**src/rtl/seq_pkg.sv**
```systemverilog
// Shared definitions for the serial sequence blocks: the FSM state encoding
// and counter sizing helpers.
package seq_pkg;

   typedef enum logic [1:0] {
      IDLE  = 2'd0,
      SHIFT = 2'd1,
      GAP   = 2'd2
   } seq_state_t;

   // Gap counter must exist even when no gap cycles are inserted.
   function automatic int gap_cnt_width(input int gap_cyc);
      int w;
      w = $clog2(gap_cyc + 1);
      return (w < 1) ? 1 : w;
   endfunction

endpackage

```
**src/rtl/seq_gen.sv**
```systemverilog
// Serial pattern generator: sends a latched PAT_W-bit pattern MSB-first,
// repeat_n times, with optional idle gap cycles between repetitions.
module seq_gen
   import seq_pkg::*;
#(
   parameter int PAT_W   = 4,
   parameter int CNT_W   = 4,
   parameter int GAP_CYC = 0
) (
   input  logic             clk,
   input  logic             rst,
   input  logic             start,
   input  logic [PAT_W-1:0] pattern,
   input  logic [CNT_W-1:0] repeat_n,
   output logic             out,
   output logic             out_valid,
   output logic             busy,
   output logic             done
);

   localparam int BW = $clog2(PAT_W);
   localparam int GW = gap_cnt_width(GAP_CYC);
   localparam logic [BW-1:0] BIT_LAST = BW'(PAT_W - 1);
   localparam logic [GW-1:0] GAP_LOAD = GW'((GAP_CYC > 0) ? GAP_CYC - 1 : 0);

   seq_state_t       state_reg, state_next;
   logic [PAT_W-1:0] shift_reg, shift_next;
   logic [PAT_W-1:0] pat_reg, pat_next;
   logic [BW-1:0]    bit_cnt_reg, bit_cnt_next;
   logic [CNT_W-1:0] rep_cnt_reg, rep_cnt_next;
   logic [GW-1:0]    gap_cnt_reg, gap_cnt_next;
   logic             out_reg, out_next;
   logic             out_valid_reg, out_valid_next;
   logic             busy_reg, busy_next;
   logic             done_reg, done_next;

   always_ff @(posedge clk) begin
      if (rst) begin
         state_reg     <= IDLE;
         shift_reg     <= '0;
         pat_reg       <= '0;
         bit_cnt_reg   <= '0;
         rep_cnt_reg   <= '0;
         gap_cnt_reg   <= '0;
         out_reg       <= 1'b0;
         out_valid_reg <= 1'b0;
         busy_reg      <= 1'b0;
         done_reg      <= 1'b0;
      end else begin
         state_reg     <= state_next;
         shift_reg     <= shift_next;
         pat_reg       <= pat_next;
         bit_cnt_reg   <= bit_cnt_next;
         rep_cnt_reg   <= rep_cnt_next;
         gap_cnt_reg   <= gap_cnt_next;
         out_reg       <= out_next;
         out_valid_reg <= out_valid_next;
         busy_reg      <= busy_next;
         done_reg      <= done_next;
      end
   end

   // Outputs are computed for the coming cycle, so the registers always
   // describe the bit currently on the line; shift_reg MSB is that bit.
   always_comb begin
      state_next     = state_reg;
      shift_next     = shift_reg;
      pat_next       = pat_reg;
      bit_cnt_next   = bit_cnt_reg;
      rep_cnt_next   = rep_cnt_reg;
      gap_cnt_next   = gap_cnt_reg;
      out_next       = 1'b0;
      out_valid_next = 1'b0;
      busy_next      = 1'b0;
      done_next      = 1'b0;

      case (state_reg)
         IDLE: begin
            if (start) begin
               shift_next   = pattern;
               pat_next     = pattern;
               rep_cnt_next = repeat_n;
               bit_cnt_next = BIT_LAST;
               if (repeat_n == '0) begin
                  done_next = 1'b1;
               end else begin
                  state_next     = SHIFT;
                  out_next       = pattern[PAT_W-1];
                  out_valid_next = 1'b1;
                  busy_next      = 1'b1;
               end
            end
         end

         SHIFT: begin
            if (bit_cnt_reg != '0) begin
               shift_next     = shift_reg << 1;
               bit_cnt_next   = bit_cnt_reg - 1'b1;
               out_next       = shift_reg[PAT_W-2];
               out_valid_next = 1'b1;
               busy_next      = 1'b1;
            end else begin
               shift_next   = pat_reg;
               bit_cnt_next = BIT_LAST;
               rep_cnt_next = rep_cnt_reg - 1'b1;
               // Testing for one before decrementing keeps the max count exact.
               if (rep_cnt_reg == CNT_W'(1)) begin
                  state_next = IDLE;
                  done_next  = 1'b1;
               end else if (GAP_CYC > 0) begin
                  state_next   = GAP;
                  gap_cnt_next = GAP_LOAD;
                  busy_next    = 1'b1;
               end else begin
                  out_next       = pat_reg[PAT_W-1];
                  out_valid_next = 1'b1;
                  busy_next      = 1'b1;
               end
            end
         end

         GAP: begin
            busy_next = 1'b1;
            if (gap_cnt_reg == '0) begin
               state_next     = SHIFT;
               out_next       = shift_reg[PAT_W-1];
               out_valid_next = 1'b1;
            end else begin
               gap_cnt_next = gap_cnt_reg - 1'b1;
            end
         end

         default: state_next = IDLE;
      endcase
   end

   assign out       = out_reg;
   assign out_valid = out_valid_reg;
   assign busy      = busy_reg;
   assign done      = done_reg;

endmodule

```
**config.mk**
```make
export PLATFORM = sky130hd
export DESIGN_NAME = seq_gen
export DESIGN_NICKNAME = d
export VERILOG_FILES = /design/src/rtl/seq_pkg.sv /design/src/rtl/seq_gen.sv
export SDC_FILE = /design/constraint.sdc
export NUM_CORES = 1
export LEC_CHECK = 0
export CAP_MARGIN = 20
export CORE_MARGIN = 1.5
export CORE_UTILIZATION = 50
export CTS_CLUSTER_SIZE = 12
export DETAILED_ROUTE_END_ITERATION = 8
export PLACE_DENSITY = 0.77
export SETUP_SLACK_MARGIN = 0.1
export SYNTH_ARGS = -nofsm -noshare
export SYNTH_HDL_FRONTEND = slang
export SYNTH_SLANG_ARGS = --single-unit
export TNS_END_PERCENT = 10
```
**constraint.sdc**
```tcl
create_clock -name clk -period 2.19 [get_ports clk]
set_input_delay 0.438 -clock clk [delete_from_list [all_inputs] [get_ports clk]]
set_output_delay 0.438 -clock clk [all_outputs]
set_load 0.1 [all_outputs]
```
==> flow_summary.yaml <==
timing:
  max_freq_mhz: 613
  period_share: 0.744
  tightest_slew_ns: 0.632
  hold_viol_final: 0
  fin_crit_ns: 1.63
  clock_skew_ns: 0.00451
  slew_headroom: 0.577
  hold_slack_ns: 0.469
  finalSetupViolCount: 0
  drv_slew: 0
  rsz0062_at_grt: "no"
  setup_tns_ns: 0
floorplanning:
  start_util: 0.541
  die_area_mm2: 0.00190
  io_pins: 15
  core.rowCount: 14
  core-area_mm2: 0.00152
  die_x_um: 43.6
  die_h_um: 43.6
placement:
  routabilityCongestion: 0.844
  dpl_cell_area_um2: 926
  numPortBuffers: 14
  hpwl_mm: 1.10
  dp_cells: 114
cts:
  cts_max_level: 1
  ctsResizeCount: 0
  cts_tree: "done"
  cts_root_buffer: "clkbuf_4"
  numCtsBuffers: 3
  clkSinkCount: 17
  insertion_delay_ns: 0.29
  cts_buffer_depth: 2
  cts.clk_slew.worst_paths_ns: 0.09
  ctsHoldBuffers: 0
  postCtsSetupBuffers: 0
worst_hold_path:
  min_from: "pat_reg[0]"
  whs_endpoint: "pat_reg[0]"
  min_path_cells: 2
  hp-class: "register to register"
worst_setup_path:
  critPathLaunch: "start"
  crit_type: "primary input to register"
  r2r_slack_ns: 0.81
  crit_arrival_ns: 1.77
  crit_fanout: 11
  endpoint_kind: "register"
  r2r_cells: 5
  worstReg2RegStart: "bit_cnt_reg[0]"
  required_ns: 2.33
  cp-start-kind: "primary input"
  worstReg2RegEnd: "rep_cnt_reg[2]"
logic_synthesis:
  avgSynthCellArea_um2: 8.96
  async_flop_share: 0
  synthDistinctLibCells: 29
  ys_seq_area_frac: 0.413
  synth_seq_cells: 17
  ys.flop_type: "dfxtp_1"
  synth_nets: 106
  syn_inst: 92
  ys_warn_count: 0
  synth_edf_count: 0
  syn_area_um2: 825
cells_and_area:
  instances_no_fill: 118
  final_cell_mix: "dfxtp_1 (17), nand2_1 (11), clkdlybuf4s50_1 (10)"
  regArea_um2: 340
  drive_above_1_share: 0.118
  final_nets: 117
  area_delta_synth_final_pct: 15.5
  final_common_cell: "dfxtp_1"
  fillers: 137
  diodes: 0
  design_area_um2: 952
  multi_input_comb_area_um2: 413
global_routing:
  antenna_found_initial: 0
  grt_remaining_overflow: 0
  grt_pass1_wl_mm: 2.58
  grt_pass1_vias: 642
  groute.usage.overall: 0.182
  grt_max_degree: 18
pwr:
  p_int_uw: 474
  seq_power_share: 0.514
  p_per_area_mw_per_mm2: 717
  ir_worst_vdd_v: 0.000408
  power_frac_comb: 0.243
  p_leak_nw: 0.369
  switching_share: 0.306
  p_switching_uw: 209
  clockPowerShare: 0.243
  p_total_uw: 683
detailed_routing:
  vias_per_cell: 5.87
  drtAntennaViolNets: 0
  firstDrtPassIters: 4
  drt_wl_total_mm: 1.53
  drc: 0
  wl_per_cell_um: 13.0
  num_vias: 693
  drt_iter0_drc: 14
job:
  drv_cap: 0
status:
  status: "finished clean"
## per-layer routing
| layer | routed length (um) | part of all wire | GRT usage | up-vias |
|---|---|---|---|---|
| met1 | 680 | 0.44 | 0.215 | 323 |
| met5 | 0 | 0 | 0 | - |
| met2 | 731 | 0.48 | 0.288 | 23 |
| met4 | 34 | 0.022 | 0.115 | 0 |
| met3 | 84 | 0.055 | 0.0500 | 5 |
| li1 | - | - | - | 342 |
## final cells by class
cell class | count | share of cell area
inverters | 4 | 0.0158
multi-input cells | 62 | 0.434
flip-flops and latches | 17 | 0.357
clock buffers | 4 | 0.0276
well taps | 16 | 0.0210
repair buffers | 15 | 0.145
## power groups by stage
| stage | Sequential, mW | Clock [mW] | Combinational, mW |
|---|---|---|---|
| floorplan | 0.374 | 0 | 0.112 |
| finish | 0.351 | 0.166 | 0.166 |
| CTS | 0.351 | 0.171 | 0.167 |
| global placement | 0.357 | 0 | 0.164 |
| global route | 0.354 | 0.190 | 0.181 |
| detailed placement | 0.358 | 0 | 0.166 |
## logic make-up (layout without fill, tap and decap cells)
group,after synthesis,after routing,synth area share
fa+ha+maj,3,3,0.0455
compound gates,20,20,0.175
flops,17,17,0.413
mux,4,4,0.0486
buf+inv,13,23,0.0865
simple gates,35,35,0.232
## worst max-delay path, stage by stage
cell,delay [ns]
clkdlybuf4s50_1,0.66
nor2b_4,0.33
mux2i_1,0.24
a221oi_1,0.10
## worst max-delay path by stage
stage,end,cells after the start
after floorplan,out_valid,1
after global placement,rep_cnt_reg[3],4
after detailed placement,rep_cnt_reg[3],4
after CTS,rep_cnt_reg[3],4
after global routing,rep_cnt_reg[3],4
final,rep_cnt_reg[3],4
## per-stage QoR
stage | setup WS (ns) | util
2_1_floorplan | 0.396 | -
3_3_place_gp | 0.298 | 0.608
3_5_place_dp | 0.253 | 0.608
4_1_cts | 0.562 | 0.625
5_1_grt | 0.479 | 0.625
6_report | 0.560 | 0.625
## cells in the mapped netlist (all sizes together) (2+ instances only)
library cell,number,share of area
inv,4,0.018
nor2,4,0.018
clkbuf,2,0.0091
nor2b,3,0.032
nand2,11,0.050
mux2i,4,0.049
buf,7,0.059
nand3,3,0.018
nor3,6,0.036
ha,3,0.046
dfxtp,17,0.41
a21oi,6,0.036
a211oi,9,0.082
No activity file was read; power rests on OpenSTA's default activity.
